--- config.mk ---
export PLATFORM = sky130hd
export DESIGN_NAME = stopwatch_controller
export DESIGN_NICKNAME = d
export VERILOG_FILES = /design/src/rtl/stopwatch_pkg.sv /design/src/rtl/stopwatch_edge_detect.sv /design/src/rtl/stopwatch_controller.sv
export SDC_FILE = /design/constraint.sdc
export NUM_CORES = 1
export LEC_CHECK = 0
export ABC_AREA = 0
export CAP_MARGIN = 25
export CELL_PAD_IN_SITES_DETAIL_PLACEMENT = 1
export CELL_PAD_IN_SITES_GLOBAL_PLACEMENT = 1
export CORE_MARGIN = 2
export CORE_UTILIZATION = 48
export CTS_BUF_LIST = sky130_fd_sc_hd__clkbuf_8
export DETAILED_ROUTE_END_ITERATION = 8
export GPL_ROUTABILITY_DRIVEN = 0
export GPL_TIMING_DRIVEN = 0
export PLACE_DENSITY_LB_ADDON = 0.2
export SYNTH_ARGS = -nofsm -noshare
export SYNTH_HDL_FRONTEND = slang
export SYNTH_HIERARCHICAL = 1
export SYNTH_SLANG_ARGS = --single-unit
--- constraint.sdc ---
create_clock -name clk -period 4.4 [get_ports clk]
set_input_delay 1.1 -clock clk [delete_from_list [all_inputs] [get_ports clk]]
set_output_delay 1.1 -clock clk [all_outputs]
set_load 0.005 [all_outputs]
--- src/rtl/stopwatch_pkg.sv ---
// Shared types and constants for the stopwatch controller and its helpers.
package stopwatch_pkg;

    // Width of the elapsed tick counter (holds 59:59.999 at 10 ns per tick).
    localparam int TICK_W = 39;

    // Width of the lap counter.
    localparam int LAP_W = 4;

    // Default saturation count: 59:59.999 expressed in 10 ns ticks.
    localparam logic [TICK_W-1:0] SW_MAX_TICKS = 39'd359_999_999_999;

    // Controller states (2-bit encoding).
    typedef enum logic [1:0] {
        ST_IDLE   = 2'd0,
        ST_RUN    = 2'd1,
        ST_PAUSED = 2'd2,
        ST_LAP    = 2'd3
    } sw_state_e;

endpackage

--- src/rtl/stopwatch_edge_detect.sv ---
// One-bit rising-edge detector for a debounced button level.
// The history flop resets to 1 so a button held through reset gives no edge.
module edge_detect (
    input  logic clk,
    input  logic rst,
    input  logic din,
    output logic rise
);

    logic prev_q;
    logic prev_d;

    // Next history value is simply the current sample.
    always_comb begin
        prev_d = din;
    end

    // History register, forced high during reset.
    always_ff @(posedge clk) begin
        if (rst) begin
            prev_q <= 1'b1;
        end else begin
            prev_q <= prev_d;
        end
    end

    assign rise = din & ~prev_q;

endmodule

--- src/rtl/stopwatch_controller.sv ---
// Stopwatch control: start/stop/lap/clear FSM, saturating elapsed counter,
// lap capture and registered display value for the time-to-BCD converter.
// Button edges: clear beats start_stop beats lap; losers in a cycle are dropped.
module stopwatch_controller
    import stopwatch_pkg::*;
#(
    parameter logic [TICK_W-1:0] MAX_TICKS = SW_MAX_TICKS,
    parameter logic [LAP_W-1:0]  LAP_MAX   = 4'd15
) (
    input  logic              clk,
    input  logic              rst,
    input  logic              btn_start_stop,
    input  logic              btn_lap,
    input  logic              btn_clear,
    output logic [TICK_W-1:0] time_out,
    output logic              running,
    output logic              lap_hold,
    output logic [LAP_W-1:0]  lap_count,
    output logic              overflow,
    output logic [1:0]        state_dbg
);

    logic ss_edge;
    logic lap_edge;
    logic clr_edge;

    edge_detect u_ed_ss  (.clk(clk), .rst(rst), .din(btn_start_stop), .rise(ss_edge));
    edge_detect u_ed_lap (.clk(clk), .rst(rst), .din(btn_lap),        .rise(lap_edge));
    edge_detect u_ed_clr (.clk(clk), .rst(rst), .din(btn_clear),      .rise(clr_edge));

    sw_state_e         state_q, state_d;
    logic [TICK_W-1:0] count_q, count_d;
    logic [TICK_W-1:0] lap_q, lap_d;
    logic [TICK_W-1:0] time_out_q, time_out_d;
    logic [LAP_W-1:0]  lap_count_q, lap_count_d;
    logic              overflow_q, overflow_d;
    logic              running_q, running_d;
    logic              lap_hold_q, lap_hold_d;
    logic              advancing;
    logic              saturate;

    // Next-state, counter, lap capture and display values.
    always_comb begin
        state_d     = state_q;
        count_d     = count_q;
        lap_d       = lap_q;
        lap_count_d = lap_count_q;
        overflow_d  = overflow_q;
        advancing   = (state_q == ST_RUN) || (state_q == ST_LAP);
        saturate    = advancing && (count_q >= MAX_TICKS);

        // Counter advances in RUN and LAP; at the limit it parks in PAUSED.
        if (advancing) begin
            if (saturate) begin
                count_d    = MAX_TICKS;
                overflow_d = 1'b1;
                state_d    = ST_PAUSED;
            end else begin
                count_d = count_q + TICK_W'(1);
            end
        end

        if (clr_edge) begin
            state_d     = ST_IDLE;
            count_d     = '0;
            lap_d       = '0;
            lap_count_d = '0;
            overflow_d  = 1'b0;
        end else if (!saturate) begin
            if (ss_edge) begin
                case (state_q)
                    ST_IDLE:   state_d = ST_RUN;
                    ST_RUN:    state_d = ST_PAUSED;
                    ST_PAUSED: if (!overflow_q) state_d = ST_RUN;
                    ST_LAP:    state_d = ST_PAUSED;
                    default:   state_d = ST_IDLE;
                endcase
            end else if (lap_edge) begin
                case (state_q)
                    ST_RUN: begin
                        lap_d   = count_q;
                        state_d = ST_LAP;
                        if (lap_count_q != LAP_MAX) begin
                            lap_count_d = lap_count_q + LAP_W'(1);
                        end
                    end
                    ST_LAP:  state_d = ST_RUN;
                    default: state_d = state_q;
                endcase
            end
        end

        // Display and status follow the current state, one clock later.
        time_out_d = (state_q == ST_LAP) ? lap_q : count_q;
        running_d  = advancing;
        lap_hold_d = (state_q == ST_LAP);
    end

    // State and datapath registers with synchronous reset.
    always_ff @(posedge clk) begin
        if (rst) begin
            state_q     <= ST_IDLE;
            count_q     <= '0;
            lap_q       <= '0;
            time_out_q  <= '0;
            lap_count_q <= '0;
            overflow_q  <= 1'b0;
            running_q   <= 1'b0;
            lap_hold_q  <= 1'b0;
        end else begin
            state_q     <= state_d;
            count_q     <= count_d;
            lap_q       <= lap_d;
            time_out_q  <= time_out_d;
            lap_count_q <= lap_count_d;
            overflow_q  <= overflow_d;
            running_q   <= running_d;
            lap_hold_q  <= lap_hold_d;
        end
    end

    assign time_out  = time_out_q;
    assign running   = running_q;
    assign lap_hold  = lap_hold_q;
    assign lap_count = lap_count_q;
    assign overflow  = overflow_q;
    assign state_dbg = state_q;

endmodule

=== Word level (Yosys, flattened, before mapping) ===
Cells that the tools add are included.

* Bits in registers: 129
* Input port bits: 5
* Output and inout bits: 48
* Logic and storage cells: 45

* Add/subtract/negate cells: 2
* Magnitude comparators: 1
* Eq/ne operators: 5
* Multiplexer cells: 10
* Bitwise logic cells: 8
* Reduce and logical (&&, ||, !) cells: 8

{| class="wikitable"
|+ Operator list
! operator !! count
|-
| $mux 39 || 2
|-
| $add 39x1->39 const B || 1
|-
| $ge 39x39->1 const B || 1
|-
| $mux 2 || 6
|-
| $pmux 2 s3 || 1
|-
| $ne 5x2->1 const B || 1
|-
| $not 1->1 || 5
|-
| $reduce_and 5->1 || 1
|-
| $add 4x1->4 const B || 1
|-
| $eq 2x2->1 const B || 2
|-
| $ne 4x4->1 const B || 1
|-
| $pmux 2 s2 || 1
|-
| $reduce_and 4->1 || 1
|-
| $reduce_or 2->1 || 2
|-
| $and 1x1->1 || 3
|-
| $eq 2x1->1 const B || 1
|-
| $logic_not 2->1 || 1
|-
| $reduce_and 2->1 || 1
|-
| $logic_and 1x1->1 || 1
|-
| $logic_or 1x1->1 || 1
|}

=== Logic depth before layout (Yosys ltp) ===
Gate-level depths: netlist of the first run.

* Depth in word-level cells: 9
* Mapped depth: 9
* Depth with buffers taken out: 7

=== Hierarchy ===
Netlist of the first run, hierarchy kept.

{| class="wikitable"
|+ By module, submodules not included
! module !! times used !! cells each !! area an instance (um2) !! seq. area each (um2)
|-
| stopwatch_controller || 1 || 643 || 5351.4 || 2522.4
|-
| edge_detect || 3 || 3 || 32.5 || 20.0
|}

=== Worst setup path after synthesis of the first run ===
OpenSTA, ideal clock, no wires.

* Path type: input-to-reg
* Start: input port rst
* End: register count_q[10]
* Setup time: 0.132 ns
* Arrival time: 2.248 ns
* Data required time: 4.268 ns
* Path slack: 2.020 ns
* Stages: 6
* Path through: clkbuf_1 or2_2 clkbuf_1 clkbuf_1 clkbuf_1 a21oi_1

* Word-level cells in the longest chain between the ends: 1

{| class="wikitable"
|+ RTL lines
! item !! line !! RTL
|-
| start, declared || stopwatch_controller.sv:11 || <nowiki>input logic rst,</nowiki>
|-
| $reduce_or 2->1 (no source line) || -- ||
|-
| end signal, assigned || stopwatch_controller.sv:112 || <nowiki>count_q <= count_d;</nowiki>
|-
| end, declared || stopwatch_controller.sv:32 || <nowiki>logic [TICK_W-1:0] count_q, count_d;</nowiki>
|}

No other way between the ends.
A chain may end at the register's enable or synchronous reset.

=== Worst setup path in the final report of the first run ===
* Start: input port rst
* End: register count_q[18]

Same word-level chain as after synthesis.

==> results.cfg, run 1 <==
[sta]
setup_viol = 0
tns_ns = 0
fmax_mhz = 292
timing.final.max_slew_violations = 0
rsz0062_at_grt = no
period_minus_slack_ns = 3.43
fin_skew_ns = 0.00724
hold_violations = 0
fin_ws_ns = 0.973
slew-limit-headroom = 0.512
period_share = 0.779
worst_pin_slew_ns = 0.732

[cts]
post-cts-setup-buffers = 0
cts.reportedPaths.clkPinSlew_ns = 0.07
cts-htree-levels = 4
clk_latency_ns = 0.46
clock-sinks = 129
tritoncts = yes
cts-root-buf = clkbuf_8
cts_buffers = 17
cts.repair.resized = 0
cts.path.max_buffers = 2
holdBufCountCts = 0

[synthesis]
yosysTopAreaCellShare = 0.474
avgSynthCellArea_um2 = 8.36
synth_area_leaders = dfxtp_1, a21oi_1, nand2_1, nand3_1, o21ai_0
synth-async-reset-ratio = 0
synthesis.nets = 659
synth_area_leader_cell = dfxtp_1
synth_flop_cell = dfxtp_1
synth_cell_type_count = 51
syn-cell-area_mm2 = 0.00545
ys_ff_latch = 129
synth_enable_flop_cells = 0
ys_seq_area_frac = 0.474
ys_warn_count = 6
synthCells = 652

[place]
dpl_worst_slack_ns = 0.643
io_buffer_count = 52
hpwl_um = 11400

[route]
firstDrtPassIters = 7
ant_nets = 0
wl_met1_um = 7450
wl_per_cell_um = 19.2
vias = 5174
dr_wl_met3_um = 829
top_layer = met4
wl_um = 16800
drc_errors = 0
drt-vias-per-instance = 5.91
met2RoutedLength_um = 8160
drt-initial-drc-count = 301

[power]
leakagePower_uw = 0.00216
internal_power_uw = 1740
power_density_mw_per_mm2 = 342
clkPwrFrac = 0.450
swShare = 0.221
vdd_drop_max_v = 0.000224
p_switching_uw = 495
p_total_uw = 2240
comb_power_share = 0.025
pwr-share-seq = 0.525

[worst_setup_path]
crit_chain = clkdlybuf4s50_1 -> clkbuf_1 -> or2_2 -> clkbuf_1 -> clkbuf_1 -> clkbuf_1 -> a21oi_1
critical_path_peak_fanout = 10
cp_data_required_time_ns = 4.72
critPathArrivalTime_ns = 3.75
cp-startpoint = rst
crit_path_end_kind = flop
r2r-start = count_q[26]
cpMaxStageDelayCell = clkbuf_1
crit_type = input pin to flop
crit_path_max_incr_delay_ns = 0.55
cp_common_cell = clkbuf_1
worstSetupStartpointType = input pin

[floorplanning]
boundaryPins = 53
dieArea_mm2 = 0.0122
die_w_um = 111
initial_core_util = 0.498
die_h_um = 111
fp-row-count = 38
core_mm2 = 0.0109

[global_routing]
grt_usage = 0.285
grt_pass1_wl_um = 28000
grt_max_degree = 17
gr-total-overflow = 0
antenna_found_initial = 0
grt_pass1_vias = 5444

[cells_and_area]
fin_util = 0.598
fin_nets = 730
multi_input_area_mm2 = 0.00256
drive_above_1_share = 0.0980
antennaDiodeCount = 0
fillers = 1344
register_area_mm2 = 0.00258
area_delta_synth_final_pct = 20.0

[status]
status = finished, final reports clean

[job]
drv_cap = 0

[worst_hold_path]
hp-start = lap_q[9]
hp-class = flop to flop
## state kept, by name, indices dropped and copies added, names as in the netlist
signal / count
overflow: 1
state_dbg: 2
lap_count: 4
u_ed_lap/prev_q: 1
u_ed_ss/prev_q: 1
count_q: 39
lap_q: 39
u_ed_clr/prev_q: 1
running: 1
time_out: 39
lap_hold: 1
## per-stage QoR
| stage | hold slack (ns) | instance area, um^2 | std cells |
|---|---|---|---|
| 2_1_floorplan | 0.428 | 5450 | 652 |
| 3_3_place_gp | 0.437 | 6140 | 844 |
| 3_5_place_dp | 0.441 | 6140 | 844 |
| 4_1_cts | 0.453 | 6540 | 875 |
| 5_1_grt | 0.474 | 6540 | 875 |
| 6_report | 0.452 | 6540 | 875 |
## cell usage after synthesis, drive strengths merged, types with 3 or more instances
master and count:
inv 7, and2 4, nor2b 3, clkbuf 43, nand3 60, nand4 15, xor2 22, and4 4
dfxtp 129, o21ai 47, nor4 7, a21oi 101, nor2 22, nand2 94, nor3 22, xnor2 11
o31ai 3, and3 8, or2 5, buf 19, o21a 3
## worst paths after layout
path         slack (ns)  cells after the start     endpoint
max                0.97                      7  count_q[18]
min reg2reg        0.45                      2  time_out[9]
max reg2reg        1.75                      7    lap_q[12]
min                0.45                      2  time_out[9]
## power by group through the flow
stage | combinational (uW) | sequential, uW | clock, uW
finish | 56.5 | 1170 | 1010
global route | 61.4 | 1170 | 1070
CTS | 56.1 | 1170 | 1020
detailed placement | 54.8 | 1200 | 0
global placement | 52.7 | 1200 | 0
floorplan | 31.4 | 1200 | 0
## worst max-delay path, delay by kind of cell
family	cells	cell delay (ns)
buffers and inverters	5	2.34
AOI/OAI and AO/OA	1	0.10
and+or+nand+nor	1	0.21
## logic make-up (layout without fill, tap and decap cells)
kind of cell | Yosys count | in the layout | synth area share
buffers and inverters | 69 | 152 | 0.0567
DFF | 129 | 129 | 0.474
AOI/OAI and AO/OA | 168 | 168 | 0.175
and+or+nand+nor | 251 | 251 | 0.237
xor gates and xnor gates | 33 | 33 | 0.0530
adders and majority gates | 2 | 2 | 0.00459
## routing by layer
| metal | GRT usage | vias up |
|---|---|---|
| li1 | - | 2407 |
| met1 | 0.358 | 2569 |
| met2 | 0.483 | 160 |
| met3 | 0.0576 | 38 |
| met4 | 0.107 | 0 |
| met5 | 0 | - |
## placed cells by master (no fill, tap or decap), drive strengths merged, types with 2 or more instances in the layout
cell type,instances
nor2b,3
nor2,22
and2,4
a21oi,101
or4,2
nand2,94
nor4,7
nand4,15
and3,8
or2,5
ha,2
clkdlybuf4s50,52
buf,19
nand3,60
nor3,22
clkbuf,68
xnor2,11
o21a,3
and4,4
a211oi,2
a31oi,2
o21ai,47
o31ai,3
o211ai,2
dfxtp,129
a221oi,2
inv,9
clkinv,3
xor2,22
## layout make-up
cell class,instances,area share
clock inverter,6,0.00803
clock buffer,25,0.0526
tap,140,0.0268
multi-input combinational,454,0.391
sequential,129,0.395
buffer,62,0.0432
inverter,7,0.00402
timing repair buffer,52,0.0796
Power figures use the tool's default switching activity.
==> inputs of run 2 (changes only) <==
Settings changed: CORE_UTILIZATION 48 to 44.
Clock period 4.4 ns to 3.25 ns, I/O delays scaled along.
==> run 2 against run 1 <==
  * Hold slack improved by 0.0012 ns
  * Count of clock-buffer cells in the layout shrank 3
  * Via count shrank 0.81%
  * Sequential power grew 36%
  * Power is 32% higher
  * First-iteration DRC count increased by 4.0%
  * Sequential cell count unchanged
  * Global-route usage decreased by 2.9 points
  * Wire length is 4.2% lower
  * Critical path depth stayed put
  * Critical path type unchanged
  * Critical endpoint is now lap_q[36]
  * Highest routed layer unchanged
==> results.cfg, run 2 (synthesis results as in run 1) <==
[cts]
cts-htree-levels = 4
cts-root-buf = clkbuf_8
cts.path.max_buffers = 2
cts.repair.resized = 0
clock-sinks = 129
tritoncts = yes
holdBufCountCts = 0
clk_latency_ns = 0.45
cts_buffers = 17
cts.reportedPaths.clkPinSlew_ns = 0.07
post-cts-setup-buffers = 0

[global_routing]
grt_pass1_vias = 5351
grt_usage = 0.256
grt_busiest_layer = met2
grt_use_met1 = 0.321
gr-total-overflow = 0
met2_usage = 0.438
grtUsageMet3 = 0.0654
antenna_found_initial = 0
grt_pass1_wl_um = 26400
grt_max_degree = 17

[power]
power_density_mw_per_mm2 = 451
leakagePower_uw = 0.00215
vdd_drop_max_v = 0.000281

[sta]
setup_viol = 0
worst_pin_slew_ns = 0.742
fmax_mhz = 323
rsz0062_at_grt = no
hold_violations = 0
slew-limit-headroom = 0.505
timing.final.max_slew_violations = 0
period_minus_slack_ns = 3.10
fin_skew_ns = 0.00848
period_share = 0.953

[cells_and_area]
fin_util = 0.543
register_area_mm2 = 0.00258
final_common_cell = dfxtp_1
fin_nets = 730
fillers = 1460
instances_no_fill = 902
drive_above_1_share = 0.0967
final_cell_mix = dfxtp_1, a21oi_1, nand2_1, nand3_1, clkdlybuf4s50_1
multi_input_area_mm2 = 0.00256
antennaDiodeCount = 0
area_delta_synth_final_pct = 20.1

[place]
io_buffer_count = 52
place_inst = 872
hpwl_um = 11200

[status]
status = finished, final reports clean

[floorplanning]
dieArea_mm2 = 0.0133
die_h_um = 115
die_w_um = 115
initial_core_util = 0.452
boundaryPins = 53
fp-row-count = 40
core_mm2 = 0.0121

[route]
wl_per_cell_um = 17.9
firstDrtPassIters = 5
ant_nets = 0
drt-initial-drc-count = 313
drc_errors = 0
drt-vias-per-instance = 5.69
vias = 5132
wl_um = 16100

[worst_setup_path]
r2r_slack_ns = 0.66
r2r-start = count_q[30]
reg2reg_depth = 7
cp_data_required_time_ns = 3.56
crit_path_end_kind = flop
critical_path_peak_fanout = 10
r2r_end = lap_q[1]
worstSetupStartpointType = input pin
crit_type = input pin to flop
critPathArrivalTime_ns = 3.41

[worst_hold_path]
hp-class = flop to flop
hold_path_end = time_out[27]
hp-start = lap_q[27]
holdPathStages = 2

[job]
drv_cap = 0
==> run 2: where the power goes <==
part           switching (uW)  internal [uW]
logic                    56.7           19.5
clock network             600            685
registers                4.24           1590
==> run 2: through the flow <==
step           hold slack (ns)  cell area, um^2  power, uW  worst slack (ns)  setup TNS [ns]
6_report                 0.453             6550       2950             0.153               0
5_1_grt                  0.478             6550       3050            0.0768               0
4_1_cts                  0.457             6550       2970             0.215               0
3_5_place_dp             0.446             6180       1700            -0.235           -5.55
3_3_place_gp             0.437             6180       1700            -0.146           -3.44
2_1_floorplan            0.428             5450       1670              1.16               0
==> run 2: worst max-delay path, cell delays in order <==
cell	delay, ns
clkdlybuf4s50_1	0.51
clkbuf_1	0.39
or2_2	0.19
clkbuf_1	0.32
clkbuf_1	0.55
clkbuf_1	0.53
a21oi_1	0.11
==> run 2: area by class of cell <==
cell class / count / share of cell area
multi-input combinational: 454 / 0.391
clock inverter: 8 / 0.00956
buffer: 62 / 0.0432
clock buffer: 22 / 0.0463
inverter: 7 / 0.00401
timing repair buffer: 52 / 0.0795
sequential: 129 / 0.395
tap: 168 / 0.0321
==> run 2: worst max path at each step <==
stage,to,start,depth (start not counted)
4_1_cts,lap_q[36],rst,7
3_5_place_dp,lap_q[36],rst,7
6_report,lap_q[36],rst,7
3_3_place_gp,count_q[10],rst,7
2_1_floorplan,count_q[10],rst,6
5_1_grt,count_q[8],rst,7
==> run 2: per-layer routing <==
| metal | vias to the layer above | wire length (um) |
|---|---|---|
| li1 | 2415 | - |
| met1 | 2565 | 7210 |
| met2 | 134 | 7910 |
| met3 | 18 | 777 |
| met4 | 0 | 218 |
| met5 | - | 0 |
==> inputs of run 3 (changes only) <==
Settings changed: CORE_MARGIN 2 to 4.
==> run 3 against run 2 <==
  * Sequential share of layout area increased by 0.11 points
  * Wire length grew 0.40%
  * First-iteration DRC count fell by 17%
  * Die area is 7.1% higher
  * Power down 1.5%
  * Maximum frequency up 0.69%
  * Critical endpoint unchanged
  * Largest cell class unchanged
==> results.cfg, run 3 (synthesis results as in run 1) <==
[cts]
post-cts-setup-buffers = 0
cts.path.max_buffers = 2
cts-htree-levels = 4
holdBufCountCts = 0
cts.reportedPaths.clkPinSlew_ns = 0.07
cts_buffers = 17
clk_latency_ns = 0.46
clock-sinks = 129
cts-root-buf = clkbuf_8
tritoncts = yes
cts.repair.resized = 0

[route]
drt-vias-per-instance = 5.65
drc_errors = 0
wl_um = 16200
wl_per_cell_um = 17.9
drt-initial-drc-count = 259
vias = 5094
firstDrtPassIters = 4
ant_nets = 0

[worst_setup_path]
cp_data_required_time_ns = 3.56
worstSetupPathDepth = 7
cp.buffers_inverters = 5
crit_path_max_incr_delay_ns = 0.54
crit_path_end_kind = flop
cp_top_family = buffers and inverters
cp_common_cell = clkbuf_1
crit_type = input pin to flop
cpMaxStageDelayCell = clkbuf_1
critical_path_peak_fanout = 10
reg2reg_depth = 7
worstSetupStartpointType = input pin
crit_chain = clkdlybuf4s50_1 -> clkbuf_1 -> or2_2 -> clkbuf_1 -> clkbuf_1 -> clkbuf_1 -> a21oi_1
critPathArrivalTime_ns = 3.39

[floorplanning]
core_mm2 = 0.0121
die_w_um = 119
die_h_um = 119
dieArea_mm2 = 0.0142
initial_core_util = 0.452
fp-row-count = 40
boundaryPins = 53

[power]
power_density_mw_per_mm2 = 445
leakagePower_uw = 0.00214
clkPwrFrac = 0.427
p_total_uw = 2910
comb_power_share = 0.026
p_switching_uw = 663
internal_power_uw = 2240
swShare = 0.228
vdd_drop_max_v = 0.000219
pwr-share-seq = 0.547

[cells_and_area]
fin_nets = 730
area_delta_synth_final_pct = 19.8
drive_above_1_share = 0.0954
antennaDiodeCount = 0
final_common_cell = dfxtp_1
final_cell_mix = dfxtp_1, a21oi_1, nand2_1, nand3_1, clkdlybuf4s50_1
fin_util = 0.541
fin_area_mm2 = 0.00653

[sta]
worst_pin_slew_ns = 0.780
fmax_mhz = 325
setup_viol = 0
fin_skew_ns = 0.0119
period_minus_slack_ns = 3.08
slew-limit-headroom = 0.480
hold_violations = 0
timing.final.max_slew_violations = 0
rsz0062_at_grt = no
period_share = 0.946

[place]
hpwl_um = 11300
place_area_mm2 = 0.00618
io_buffer_count = 52

[global_routing]
antenna_found_initial = 0
grt_usage = 0.234
grt_pass1_vias = 5315
grt_pass1_wl_um = 26700
gr-total-overflow = 0
grt_max_degree = 17

[job]
drv_cap = 0

[status]
status = finished, final reports clean

[worst_hold_path]
hp-class = flop to flop
holdPathStages = 2
run 3: changes by cell type in the layout (fill, tap and decap cells not counted), sizes merged:
cell / previous run / this run
clkbuf: 65 / 63
inv: 9 / 10
clkinv: 5 / 6
run 3: per-layer routing:
layer / global-route usage / vias up / routed length [um]
met5: 0 / - / 0
met4: 0.0963 / 0 / 317
met3: 0.0494 / 23 / 683
met2: 0.394 / 111 / 7810
met1: 0.290 / 2556 / 7370
li1: - / 2404 / -
run 3: final timing paths:
check	from	endpoint	slack (ns)
max reg2reg	count_q[30]	lap_q[29]	0.68
min reg2reg	lap_q[27]	time_out[27]	0.45
min	lap_q[27]	time_out[27]	0.45
max	rst	lap_q[36]	0.17
run 3: power groups by stage:
stage	sequential (uW)	clock, uW	combinational, uW
floorplan	1620	0	42.6
global placement	1620	0	72.4
detailed placement	1630	0	74.5
CTS	1590	1250	75.2
global route	1590	1330	81.4
finish	1590	1240	75.1
run 3: per-stage QoR:
step	hold WS, ns	cells	setup TNS (ns)	setup slack [ns]
finish	0.452	902	0	0.174
global route	0.475	902	0	0.0324
CTS	0.456	902	0	0.253
detailed placement	0.444	872	-5.01	-0.203
global placement	0.439	872	-3.40	-0.145
floorplan	0.428	652	0	1.16
run 3: tightest hold or removal path: stages (launching register included):
cell	delay, ns
dfxtp_1	0.31
nand2_1	0.05
a21oi_1	0.05
run 3: area by class of cell:
class | instances | area, um^2
Tap cell | 168 | 210
Sequential cell | 129 | 2580
Inverter | 7 | 26.3
Multi-Input combinational cell | 454 | 2560
Buffer | 62 | 283
Clock inverter | 10 | 71.3
Clock buffer | 20 | 275
Fill cell | 1468 | 5540
Timing Repair Buffer | 52 | 520
